<file path="src/rtl/spi_ram_burst.sv">
// Parametrised single-port RAM driven by 2-bit-opcode SPI command words.
// Supports address auto-increment bursts and flags out-of-range or unloaded-pointer commands on err.
module spi_ram_burst #(
    parameter int WIDTH     = 8,
    parameter int MEM_DEPTH = 256,
    parameter int AUTO_INC  = 1
) (
    input  logic             clk,
    input  logic             rst,
    input  logic [WIDTH+1:0] din,
    input  logic             rx_valid,
    output logic [WIDTH-1:0] dout,
    output logic             tx_valid,
    output logic             err
);

    localparam int             AW       = $clog2(MEM_DEPTH);
    localparam logic [WIDTH:0] LP_DEPTH = (WIDTH+1)'(MEM_DEPTH);
    localparam logic [WIDTH-1:0] LP_LAST = WIDTH'(MEM_DEPTH - 1);

    localparam logic [1:0] OP_WR_ADDR = 2'b00;
    localparam logic [1:0] OP_WR_DATA = 2'b01;
    localparam logic [1:0] OP_RD_ADDR = 2'b10;
    localparam logic [1:0] OP_RD_DATA = 2'b11;

    logic [WIDTH-1:0] r_mem [MEM_DEPTH];
    logic [WIDTH-1:0] r_wr_addr;
    logic [WIDTH-1:0] r_rd_addr;
    logic             r_rd_loaded;

    logic [1:0]       w_op;
    logic [WIDTH-1:0] w_payload;
    logic             w_wr_in_range;
    logic             w_rd_in_range;
    logic             w_wr_ok;
    logic             w_rd_ok;
    logic             w_reject;

    assign w_op          = din[WIDTH+1:WIDTH];
    assign w_payload     = din[WIDTH-1:0];
    assign w_wr_in_range = ({1'b0, r_wr_addr} < LP_DEPTH);
    assign w_rd_in_range = ({1'b0, r_rd_addr} < LP_DEPTH);
    assign w_wr_ok       = rx_valid && (w_op == OP_WR_DATA) && w_wr_in_range;
    assign w_rd_ok       = rx_valid && (w_op == OP_RD_DATA) && r_rd_loaded && w_rd_in_range;
    assign w_reject      = rx_valid &&
                           (((w_op == OP_WR_DATA) && !w_wr_in_range) ||
                            ((w_op == OP_RD_DATA) && !(r_rd_loaded && w_rd_in_range)));

    // Wrap at the last real word, not at 2**WIDTH, so odd depths burst cleanly.
    function automatic logic [WIDTH-1:0] f_next_addr(input logic [WIDTH-1:0] a);
        if (AUTO_INC == 0) begin
            return a;
        end
        return (a == LP_LAST) ? '0 : a + WIDTH'(1);
    endfunction

    always_ff @(posedge clk) begin
        if (w_wr_ok) begin
            r_mem[r_wr_addr[AW-1:0]] <= w_payload;
        end
    end

    always_ff @(posedge clk or posedge rst) begin
        if (rst) begin
            dout        <= '0;
            tx_valid    <= 1'b0;
            err         <= 1'b0;
            r_wr_addr   <= '0;
            r_rd_addr   <= '0;
            r_rd_loaded <= 1'b0;
        end else begin
            tx_valid <= w_rd_ok;
            err      <= w_reject;
            if (rx_valid && (w_op == OP_WR_ADDR)) begin
                r_wr_addr <= w_payload;
            end
            if (w_wr_ok) begin
                r_wr_addr <= f_next_addr(r_wr_addr);
            end
            if (rx_valid && (w_op == OP_RD_ADDR)) begin
                r_rd_addr   <= w_payload;
                r_rd_loaded <= 1'b1;
            end
            if (w_rd_ok) begin
                dout      <= r_mem[r_rd_addr[AW-1:0]];
                r_rd_addr <= f_next_addr(r_rd_addr);
            end
        end
    end

endmodule

</file>
<file path="config.mk">
export PLATFORM = sky130hd
export DESIGN_NAME = spi_ram_burst
export DESIGN_NICKNAME = d
export VERILOG_FILES = /design/src/rtl/spi_ram_burst.sv
export SDC_FILE = /design/constraint.sdc
export NUM_CORES = 2
export LEC_CHECK = 0
export BUFFER_PORTS_ARGS = -buffer_cell sky130_fd_sc_hd__buf_4
export CAP_MARGIN = 10
export CORE_ASPECT_RATIO = 0.6
export CORE_MARGIN = 2
export CORE_UTILIZATION = 63
export DETAILED_ROUTE_END_ITERATION = 7
export HOLD_SLACK_MARGIN = 0.06
export PLACE_DENSITY = 0.79
export SYNTH_ARGS = -nofsm -noshare
export SYNTH_HDL_FRONTEND = slang
export SYNTH_SLANG_ARGS = --single-unit
</file>
<file path="constraint.sdc">
create_clock -name clk -period 2.79 [get_ports clk]
set_clock_uncertainty 0.1 [all_clocks]
set_input_delay 0.279 -clock clk [delete_from_list [all_inputs] [get_ports clk]]
set_output_delay 0.279 -clock clk [all_outputs]
set_load 0.01 [all_outputs]
</file>
== Yosys cells after proc, flatten, opt, wreduce, memory -nomap -nowiden ==
Memory sizes are Yosys's and may differ from the RTL's. A register that Yosys moved wholly into a read port is not among the register bits.
Index checks and enable logic that the tools add are counted.
Storage, ports and cells
  bits in registers: 19
  RAM bits: 2048
  input bits: 13
  output and inout port bits: 10
  word-level logic and storage cells: 32
  memories: 1
Memory list
  r_mem: depth 256, bits a word 8, read ports 1, clocked after Yosys merged registers in 1, wr ports 1, RTL line 26  | logic [WIDTH-1:0] r_mem [MEM_DEPTH];
Cells by class
  add/sub/neg operators: 2
  equality and inequality tests: 5
  mux-type cells: 8
  reduce and logical (&&, ||, !) cells: 11
Operators by type and width (number)
  $mux 8: 6
  $add 8x1->8 const B: 2
  $eq 8x8->1 const B: 2
  $logic_and 1x1->1: 7
  $eq 2x2->1 const B: 2
  $reduce_bool 2->1: 2
  $eq 2x1->1 const B: 1
  $logic_not 2->1: 1
  $mux 1: 2
  $logic_not 1->1: 1

== Depth between registers and ports, before layout ==
  depth after elaboration: 4
  mapped depth: 13
  gate-level depth less buffers: 7

== Worst setup path after synthesis ==
OpenSTA, ideal clock, no wires.
  kind: register -> register
  from: register r_rd_addr[0]
  to: register dout[1] (read register of r_mem)
  setup time: 0.134 ns
  data arrival time: 2.216 ns
  data required time: 2.556 ns
  setup slack: 0.340 ns
  cell stages (with the launch flop): 11
  path buffers: 4
  clock period less this slack: 2.450 ns
  path through: dfrtp_1 buf_6 buf_6 buf_6 buf_2 mux4_2 nand2_1 o211ai_1 a31o_2 a41oi_2 o41ai_2
RTL lines
  start: declaration: RTL line 28  | logic [WIDTH-1:0] r_rd_addr;
  start signal: assignment: RTL line 81  | r_rd_addr <= w_payload;
  start signal: assignment: RTL line 86  | r_rd_addr <= f_next_addr(r_rd_addr);
  end: declaration: RTL line 12  | output logic [WIDTH-1:0] dout,

==> parameters.txt <==
Parameter                              Value

Outcome
  Status    finished, violations left
  Violated checks    design-rule violations, negative setup slack

Worst setup path
  Cells along the critical path    buf_12 > buf_4 > mux4_2 > a21oi_1 > a2bb2o_4 > nor4_4 > nand4_1 > o211ai_1
  Critical path peak fanout    24
  Critical Path Sink Type    flip-flop
  Buffers plus inverters on the worst setup path    2
  Library cell contributing the largest single delay on the critical path    sky130_fd_sc_hd__dfrtp_4
  Data required, critical path    between 3 and 4 ns
  Kind of start point of the critical path    flip-flop
  Worst path top cell family by delay    simple AND/OR/NAND/NOR gates
  Critical setup path kind    reg2reg
  Maximum cell stage delay along the critical path    0.54 ns
  Arrival @ worst endpoint    3.74 ns
  Register-to-Register Setup Slack    -0.32 ns

Timing
  RSZ-0062 raised after global routing    yes
  Part of the cycle the worst path needs    111.6%
  Relative slew slack    approximately a quarter
  Total negative slack for setup checks    -1.835 ns
  Slew at the pin with the worst max-slew slack    1.120 ns
  Worst hold slack across all endpoints    roughly 0.24 ns
  Final Setup Violations    8
  Time the final worst path needs with I/O delays and setup    just over 3 ns
  Max-slew violation count    0
  Fmax achieved    321.2 MHz
  Hold Vio Cnt, Final    0
  Setup slack after layout    -0.3233 ns

CTS
  Insertion delay to the later sink of the worst-skew pair    0.83 ns
  Number of levels the H-tree was split into    4
  Clock-pin slew of the registers on the worst-case setup and hold paths    around 0.070 ns
  Clock tree sinks    2075
  Clock buffer count from CTS    171
  Clock Tree Root    sky130_fd_sc_hd__clkbuf_16
  TritonCTS clock tree    done
  Max Buffers Root-to-Sink    3

Place
  Post-detailed-placement half-perimeter wirelength    ~150000 um
  Setup slack at placement    -0.7745 ns
  Final GP Congestion    0.9531
  Port buffer count    22

Floorplanning
  Number of top-level design ports    23
  Die W    approximately 470 um
  Initial core utilization    63.47%
  Die ar.    around 130000 um2
  Die span in y    approximately 280 um
  Area of the core    about 130000 um2
  Placement row count    102

Synth
  Top FF cell, synth    sky130_fd_sc_hd__edfxtp_1
  Synthesized cell area    81810 um2
  Proportion of register bits with asynchronous set or reset after synthesis    roughly 1.3%
  Count of mapped cells out of synthesis    ~4100
  Library cell occupying the most area in the post-synthesis netlist    sky130_fd_sc_hd__edfxtp_1
  Synth top area cells    sky130_fd_sc_hd__edfxtp_1, sky130_fd_sc_hd__mux4_2, sky130_fd_sc_hd__mux2i_1
  Yosys top cell area share    75.17%
  Synthesis-stage register bit count    2075
  Distinct cell type count of the synthesized netlist    between 70 and 80
  Sequential area share after synthesis    75.99%
  Synthesized netlist net count    4144
  Synthesis Warnings    0
  Number of synthesized flops with an enable pin    just over 2000
  Synth Area per Inst    19.83 um2

Global routing
  First-pass GRT wire length    334900 um
  Largest net degree at the start of global routing    91
  Vias in the first global route    between 40000 and 50000
  All-layer global routing usage    35.37%
  Number of antenna violations at the first check in global routing    10
  Total global routing overflow    0

Pwr
  Internal Dissipation    55.38 mW
  Leakage power    31.69 nW
  Sw Ratio    between 20 and 30%
  Comb power frac    24.8%
  Share of total power in the clock network    between 30% and 40%
  Power share of the sequential group    approximately 44%
  Worst IR Drop VDD    roughly 800 uV
  Power density over the cells    810.4 nW/um2
  Net switching power    22.59 mW

Worst hold path
  Hold crit path type    in2async

Routing
  Detail Route Antenna Nets    0
  DR WL/cell    approximately 36 um
  Count of TritonRoute iterations in the first routing pass    8
  Number of DRC markers after the initial detailed-route iteration    10030
  Detailed-route DRC error count    1
  Vias    48550
  Final wirelength    239600 um
  Drt via density    7.265

Run
  Max-capacitance violation count    0

Final layout
  Register area    between 60000 and 70000 um2
  Layout-stage area growth over the synthesis result    17.60%
  Total Nets Final    4833
  Fraction of final layout cells sized beyond drive strength 1    30.57%
  Filler cell count in the final layout    6630
  Area taken by multi-input logic gates    18890 um2
-- area by class of cell --
cell class              instances  area share, %
flip-flops and latches       2075          64.64
multi-input cells            1786          19.64
repair buffers                771          7.788
clock buffers                 218          4.773
well taps                    1716          2.232
clock inverters                96         0.8622
inverters                      10        0.04422
diodes                         11        0.02861
-- state kept, by name, indices dropped and copies added (netlist names) --
name         flops
r_rd_addr        8
r_wr_addr        8
r_rd_loaded      1
r_mem         2048
tx_valid         1
err              1
dout             8
-- metrics by stage --
step                power, mW  utilization [%]  cells  area, um2
floorplan               44.41                -   4126      81810
global placement        51.01            68.58   6292      88390
detailed placement      51.31            68.58   6292      88390
CTS                     76.61            74.31   6659      95790
global route            79.44            74.62   6674      96190
finish                  77.97            74.64   6683      96210
-- tightest hold or removal path, cell delays in order --
cell                            delay, ns
sky130_fd_sc_hd__dlygate4sd3_1       0.55
sky130_fd_sc_hd__buf_4               0.14
sky130_fd_sc_hd__inv_1               0.79
-- final timing paths --
check / from / end / cells after the start
worst max register to register: r_rd_addr[1] / dout[6] / 8
worst max-delay path: r_rd_addr[1] / dout[6] / 8
worst min register to register: r_rd_loaded / r_rd_loaded / 1
worst min-delay path: rst / dout[0] / 3
min in group clk: rx_valid / r_rd_loaded / 4
max in group asynchronous: rst / r_rd_addr[3] / 3
-- power by group through the flow --
stage	Clock, mW	Combinational [mW]	Sequential (mW)
3_3_place_gp	0	15.7	35.3
6_report	24.0	19.4	34.6
3_5_place_dp	0	16.0	35.3
5_1_grt	25.1	19.7	34.6
4_1_cts	23.9	18.1	34.6
2_1_floorplan	0	9.28	35.1
-- cells by family (layout without fill, tap and decap cells) --
| group | Yosys count | count (layout) | synth area share, % |
|---|---|---|---|
| flip-flops | 2075 | 2075 | 75.99 |
| multiplexers | 717 | 717 | 14.20 |
| AND/OR/NAND/NOR | 559 | 559 | 3.036 |
| AO/OA/AOI/OAI | 505 | 505 | 4.496 |
| buffers and inverters | 265 | 1095 | 2.193 |
| adder cells (fa/ha/maj) | 5 | 5 | 0.07647 |
| other | 0 | 11 | 0 |
-- timing repair --
item,in CTS,in global routing
buffers inserted,32,12
pin swaps,58,35
cloned,11,2
resized for setup,266,61
hold endpoints to repair,484,0
hold buffers,15,0
setup endpoints to repair,8,12
-- cells in the mapped netlist (5+ instances only) --
master,number
sky130_fd_sc_hd__a2111oi_0,9
sky130_fd_sc_hd__a211oi_1,43
sky130_fd_sc_hd__a21oi_1,55
sky130_fd_sc_hd__a221o_1,18
sky130_fd_sc_hd__a221oi_1,45
sky130_fd_sc_hd__a22o_1,12
sky130_fd_sc_hd__a22oi_1,45
sky130_fd_sc_hd__a31o_2,6
sky130_fd_sc_hd__and2_1,19
sky130_fd_sc_hd__and3_1,19
sky130_fd_sc_hd__buf_12,9
sky130_fd_sc_hd__buf_2,52
sky130_fd_sc_hd__buf_4,45
sky130_fd_sc_hd__buf_6,28
sky130_fd_sc_hd__buf_8,16
sky130_fd_sc_hd__clkbuf_1,94
sky130_fd_sc_hd__clkbuf_4,6
sky130_fd_sc_hd__dfrtp_1,27
sky130_fd_sc_hd__edfxtp_1,2048
sky130_fd_sc_hd__ha_1,5
sky130_fd_sc_hd__inv_1,8
sky130_fd_sc_hd__mux2_2,59
sky130_fd_sc_hd__mux2i_1,324
sky130_fd_sc_hd__mux4_1,51
sky130_fd_sc_hd__mux4_2,283
sky130_fd_sc_hd__nand2_1,100
sky130_fd_sc_hd__nand2b_1,8
sky130_fd_sc_hd__nand3_1,33
sky130_fd_sc_hd__nand3b_1,6
sky130_fd_sc_hd__nand4_1,11
sky130_fd_sc_hd__nor2_1,293
sky130_fd_sc_hd__nor2b_1,15
sky130_fd_sc_hd__nor3_1,26
sky130_fd_sc_hd__nor4_1,12
sky130_fd_sc_hd__o211ai_1,19
sky130_fd_sc_hd__o21ai_0,60
sky130_fd_sc_hd__o221ai_1,47
sky130_fd_sc_hd__o22ai_1,100
sky130_fd_sc_hd__o31ai_1,5
-- placed cells by master, fill, tap and decap left out, types with 10 or more instances in the layout --
master                          Yosys  final
sky130_fd_sc_hd__clkbuf_16          0    178
sky130_fd_sc_hd__buf_16             0     11
sky130_fd_sc_hd__a211oi_1          43     29
sky130_fd_sc_hd__a211oi_2           0     12
sky130_fd_sc_hd__a22oi_1           45     23
sky130_fd_sc_hd__nand4_1           11     11
sky130_fd_sc_hd__clkbuf_8           0     11
sky130_fd_sc_hd__dlygate4sd3_1      0     15
sky130_fd_sc_hd__nand3_1           33     26
sky130_fd_sc_hd__buf_12             9     75
sky130_fd_sc_hd__nor3_1            26     18
sky130_fd_sc_hd__diode_2            0     11
sky130_fd_sc_hd__o211ai_1          19     19
sky130_fd_sc_hd__o221ai_1          47     43
sky130_fd_sc_hd__o21ai_0           60     51
sky130_fd_sc_hd__mux4_1            51     36
sky130_fd_sc_hd__clkinv_2           0     26
sky130_fd_sc_hd__a22oi_2            0     22
sky130_fd_sc_hd__o22ai_1          100     90
sky130_fd_sc_hd__mux2i_1          324    317
sky130_fd_sc_hd__mux2_2            59     58
sky130_fd_sc_hd__dfrtp_1           27     23
sky130_fd_sc_hd__a21oi_1           55     43
sky130_fd_sc_hd__clkbuf_1          94     39
sky130_fd_sc_hd__edfxtp_1        2048   2048
sky130_fd_sc_hd__buf_4             45    611
sky130_fd_sc_hd__a221o_1           18     17
sky130_fd_sc_hd__and3_1            19     19
sky130_fd_sc_hd__nor2_1           293    287
sky130_fd_sc_hd__buf_8             16     13
sky130_fd_sc_hd__nand2_1          100     96
sky130_fd_sc_hd__and2_1            19     18
sky130_fd_sc_hd__clkinv_1           1     42
sky130_fd_sc_hd__a221oi_1          45     39
sky130_fd_sc_hd__buf_6             28     27
sky130_fd_sc_hd__mux4_2           283    298
sky130_fd_sc_hd__nor2b_1           15     12
sky130_fd_sc_hd__bufinv_16          0     10
-- per-layer routing --
metal	track usage, %	wire length (um)
met2	49.18	102400
met1	51.78	83900
met3	14.03	43420
met5	0	80
met4	11.76	9770
Power figures use the tool's default switching activity.
